## config.mk

```make
export PLATFORM = sky130hd
export DESIGN_NAME = and_reduce_pipe
export DESIGN_NICKNAME = d
export VERILOG_FILES = /design/src/rtl/and_reduce_pipe.sv
export SDC_FILE = /design/constraint.sdc
export NUM_CORES = 1
export LEC_CHECK = 0
export ABC_AREA = 1
export CAP_MARGIN = 5
export CORE_AREA = 10 10 47 49
export CTS_BUF_LIST = sky130_fd_sc_hd__clkbuf_8
export DETAILED_ROUTE_END_ITERATION = 6
export DIE_AREA = 0 0 57 59
export GPL_TIMING_DRIVEN = 0
export HOLD_SLACK_MARGIN = 0.02
export PLACE_DENSITY = 0.48
export SLEW_MARGIN = 10
export SYNTH_ARGS = -nofsm -noshare
export SYNTH_HDL_FRONTEND = slang
export SYNTH_SLANG_ARGS = --single-unit
```

## constraint.sdc

```tcl
create_clock -name CK -period 1.9 [get_ports CK]
set_input_delay 0.57 -clock CK [delete_from_list [all_inputs] [get_ports CK]]
set_output_delay 0.57 -clock CK [all_outputs]
set_load 0.05 [all_outputs]
```

## src/rtl/and_reduce_pipe.sv

```systemverilog
// and_reduce_pipe: pipelined FANIN-ary AND tree over a WIDTH-bit word,
// with optional per-frame AND accumulation and per-word output invert.
module and_reduce_pipe #(
  parameter int WIDTH = 8,
  parameter int FANIN = 4,
  parameter int ACCUM = 0
) (
  input  logic             CK,
  input  logic             CD,
  input  logic             SP,
  input  logic             VI,
  input  logic             LI,
  input  logic             INV,
  input  logic [WIDTH-1:0] A,
  output logic             Z0,
  output logic             VO
);

  function automatic int terms(input int k);
    int n;
    n = WIDTH;
    for (int i = 0; i < k; i++) n = (n + FANIN - 1) / FANIN;
    return n;
  endfunction

  function automatic int n_stages();
    int n;
    int s;
    n = (WIDTH + FANIN - 1) / FANIN;
    s = 1;
    while (n > 1) begin
      n = (n + FANIN - 1) / FANIN;
      s++;
    end
    return s;
  endfunction

  localparam int S = n_stages();

  logic [WIDTH-1:0] lvl [S+1];
  logic [S:0]       v_c;
  logic [S:0]       i_c;
  logic [S:0]       l_c;
  logic [S:0]       unused_lvl;

  assign lvl[0]        = A;
  assign v_c[0]        = VI;
  assign i_c[0]        = INV;
  assign l_c[0]        = LI;
  assign unused_lvl[0] = 1'b0;

  for (genvar k = 1; k <= S; k++) begin : g_stg
    localparam int NI = terms(k - 1);
    localparam int NO = terms(k);
    localparam bit LAST_INV = (ACCUM == 0) && (k == S);

    logic [NO*FANIN-1:0] pad;
    logic [NO-1:0]       red;
    logic [NO-1:0]       dat_d;
    logic [NO-1:0]       dat_q;
    logic                vld_d;
    logic                vld_q;
    logic                inv_d;
    logic                inv_q;
    logic                lst_d;
    logic                lst_q;

    // missing terms of the last group read as 1
    always_comb begin
      pad         = '1;
      pad[NI-1:0] = lvl[k-1][NI-1:0];
    end

    for (genvar j = 0; j < NO; j++) begin : g_node
      assign red[j] = &pad[j*FANIN +: FANIN];
    end

    // data and side-band load only with an incoming valid word
    always_comb begin
      dat_d = dat_q;
      vld_d = vld_q;
      inv_d = inv_q;
      lst_d = lst_q;
      if (SP) begin
        vld_d = v_c[k-1];
        if (v_c[k-1]) begin
          dat_d = LAST_INV ? (red ^ {NO{i_c[k-1]}}) : red;
          inv_d = i_c[k-1];
          lst_d = l_c[k-1];
        end
      end
    end

    // stage registers; valid clears so in-flight words vanish on reset
    always_ff @(posedge CK or posedge CD) begin
      if (CD) begin
        dat_q <= '0;
        vld_q <= 1'b0;
        inv_q <= 1'b0;
        lst_q <= 1'b0;
      end else begin
        dat_q <= dat_d;
        vld_q <= vld_d;
        inv_q <= inv_d;
        lst_q <= lst_d;
      end
    end

    assign lvl[k]        = WIDTH'(dat_q);
    assign v_c[k]        = vld_q;
    assign i_c[k]        = inv_q;
    assign l_c[k]        = lst_q;
    assign unused_lvl[k] = ^lvl[k];
  end

  if (ACCUM != 0) begin : g_acc
    logic acc_d;
    logic acc_q;
    logic z_d;
    logic z_q;
    logic vo_d;
    logic vo_q;

    // fold each word into acc; emit and restart on the last word
    always_comb begin
      acc_d = acc_q;
      z_d   = z_q;
      vo_d  = vo_q;
      if (SP) begin
        vo_d = v_c[S] & l_c[S];
        if (v_c[S]) begin
          if (l_c[S]) begin
            z_d   = (acc_q & lvl[S][0]) ^ i_c[S];
            acc_d = 1'b1;
          end else begin
            acc_d = acc_q & lvl[S][0];
          end
        end
      end
    end

    // accumulator and output registers
    always_ff @(posedge CK or posedge CD) begin
      if (CD) begin
        acc_q <= 1'b1;
        z_q   <= 1'b0;
        vo_q  <= 1'b0;
      end else begin
        acc_q <= acc_d;
        z_q   <= z_d;
        vo_q  <= vo_d;
      end
    end

    assign Z0 = z_q;
    assign VO = vo_q;
  end else begin : g_dir
    logic unused_side;

    assign Z0          = lvl[S][0];
    assign VO          = v_c[S];
    assign unused_side = ^{i_c[S], l_c[S]};
  end

endmodule

```

==> flow_summary.ini, run 1 <==
[die]
die_x_um = 57
start_util = 0.200
die_h_um = 59
dieArea_mm2 = 0.00336
core_area_mm2 = 0.00140
io_pins = 16
num_rows = 14

[cts]
clk_path_buf_depth = 2
path_clk_slew_ns = 0.03
cts_buffers = 3
clock_latency_ns = 0.22
cts-root-buf = clkbuf_8
tritoncts = done
clkSinkCount = 6
cts.hold.buffers_added = 0
h-tree-depth = 1

[synthesis]
synth_top_family_by_area = simple AND/OR/NAND/NOR gates
synth_xor_area_frac = 0
synth_common_cells = nand2_1, dfrtp_1, inv_1
synth_enable_flop_cells = 0
ys_ff_latch = 6
synth_largest_area_cell = dfrtp_1
muxShareOfSynthArea = 0
synthArstFlopShare = 1.00
yosysMostFrequentCell = nand2_1
synthAdderAreaFrac = 0
synth_top_area_frac = 0.536
yosysWarnings = 0
synthCells = 36
synth_flop_cell = dfrtp_1
synthSimpleGateAreaFrac = 0.317
yosys-top-cells-area = dfrtp_1, nand2_1, inv_1
synth_cell_types = 9
synth_fp_nets = 50
yosysSeqAreaShare = 0.536
syn_area_um2 = 280
synth-compound-area-share = 0.0670
synth.avg_cell_area_um2 = 7.79

[worst_setup_path]
cp_slowest_cell = dlygate4sd2_1
crit_end = Z0
timing.rr.start = g_stg[1].inv_q$_DFFE_PP0P_
cp.depth = 1
endpoint_kind = output port
reg2reg_slack_ns = 1.17
crit_start = Z0$_DFFE_PP0P_
crit_path_max_fanout = 2
worst-r2r-cell-count = 4
worstSetupStartpointType = flip-flop
crit_family = buffers and inverters
crit_arrival_ns = 1.09
worst-setup-path-type = reg -> out
cp.buffers_inverters = 1
path_cells = dlygate4sd2_1
rr_endpoint = Z0$_DFFE_PP0P_
cp_slowest_stage_delay_ns = 0.53
cp_data_required_time_ns = 1.33

[sta]
fmax_mhz = 603
finalSetupTns_ns = 0
rsz0062_at_grt = false
relSlewSlack = 0.676
finalSetupViolCount = 0
tightest_slew_ns = 0.488
final_min_period_over_clock_period = 0.873
final.min_clock_period_ns = 1.66
fin_worst_skew_ns = 0.00228
final_hold_viol_count = 0
slew_violations = 0

[power]
p_total_uw = 423
ir_worst_vdd_uv = 300
p_leak_nw = 0.243
powerDensity_mw_per_mm2 = 884

[drt]
avgRoutedWirePerCell_um = 9.48
drcViolationCount = 0
viasPerCell = 3.81
ant_nets = 0
dr.pass1.iters = 4
routed_wl_um = 654
vias = 263
first_iter_violations = 7

[final_layout]
area_growth_pct = 71.0
drive_above_1_share = 0.151
fin_nets = 69
diodes = 0

[global_routing]
use_met1 = 0.0445
grt_use_total = 0.0465
first_global_vias = 291
grt_first_pass_wirelength_mm = 1.15
overflow = 0
top_usage_layer = met2
grt_max_degree = 7
met3_usage = 0.0386
met2_usage = 0.0574
antenna_found_initial = 0

[flow_run]
cap_violations = 0

[status]
status = finished, final reports clean

[place]
portBuffers = 14
gp_congestion = 0.650
dp_hpwl_um = 564

[min_path]
hold_class = reg -> reg
per-layer routing:
layer  wire length, µm  part of all wire
met1               292              0.45
met2               262              0.40
met3                74              0.11
met4                25             0.038
met5                 0                 0
layout make-up:
class,instances,area (µm²)
fillers,167,922
flip-flops and latches,6,150
repair buffers,14,138
multi-input cells,24,108
clock buffers,3,41.3
inverters,6,22.5
well taps,16,20.0
registers in the layout (all words and copies together), names as in the netlist:
name and cells:
VO 1, Z0 1, g_stg.dat_q 2, g_stg.inv_q 1
g_stg.vld_q 1
power by group:
group	switching, mW	total, mW	internal, mW
Clock	0.0527	0.189	0.136
Sequential	0.00697	0.149	0.142
Combinational	0.0482	0.0859	0.0376
Total	0.108	0.423	0.316
worst reg2reg max path, delay by kind of cell (launching register included):
family / cells / cell delay [ns]
flops: 1 / 0.37
buf+inv: 1 / 0.09
simple gates: 3 / 0.17
layout by cell type, fill, tap and decap left out:
master	n
inv_1	5
inv_2	1
nor2_2	2
clkdlybuf4s50_1	12
o21ai_0	2
o21ai_2	1
clkbuf_8	3
nand2_2	1
nand3_1	2
nand2_1	16
dfrtp_1	6
dlygate4sd2_1	2
stage by stage:
stage          area [µm²]   util  worst slack [ns]  instances  hold slack [ns]
2_1_floorplan         280      -             0.730         36            0.361
3_3_place_gp          440  0.314             0.199         66            0.467
3_5_place_dp          440  0.314             0.191         66            0.478
4_1_cts               479  0.342             0.228         69            0.485
5_1_grt               479  0.342             0.190         69            0.521
6_report              479  0.342             0.241         69            0.483
repair_timing:
| action | 4_1_cts | 5_1_grt |
|---|---|---|
| setup endpoints to repair | 2 | 0 |
| buffers inserted | 0 | 0 |
| gates resized for setup | 2 | 0 |
cell families after synthesis:
logic type / after synthesis
AOI/OAI and AO/OA: 3
buffers and inverters: 6
DFF: 6
and+or+nand+nor: 21
worst min-delay path by stage:
| stage | depth (start not counted) | endpoint | slack, ns | start |
|---|---|---|---|---|
| 2_1_floorplan | 1 | VO$_DFFE_PP0P_ | 0.36 | CD |
| 3_5_place_dp | 2 | Z0$_DFFE_PP0P_ | 0.48 | Z0$_DFFE_PP0P_ |
| 3_3_place_gp | 2 | Z0$_DFFE_PP0P_ | 0.47 | Z0$_DFFE_PP0P_ |
| 4_1_cts | 2 | Z0$_DFFE_PP0P_ | 0.48 | Z0$_DFFE_PP0P_ |
| 5_1_grt | 2 | Z0$_DFFE_PP0P_ | 0.52 | Z0$_DFFE_PP0P_ |
| 6_report | 2 | Z0$_DFFE_PP0P_ | 0.48 | Z0$_DFFE_PP0P_ |
No activity file was read; power rests on OpenSTA's default activity.
==> inputs of run 2 (changes only) <==
--- a/config.mk
+++ b/config.mk
@@ -6,7 +6,7 @@
 export NUM_CORES = 1
 export LEC_CHECK = 0
 export ABC_AREA = 1
-export CAP_MARGIN = 5
+export CAP_MARGIN = 20
 export CORE_AREA = 10 10 47 49
 export CTS_BUF_LIST = sky130_fd_sc_hd__clkbuf_8
 export DETAILED_ROUTE_END_ITERATION = 6
==> results of run 2 <==
No change in the layout: final DEF, timing and power equal those of run 1.
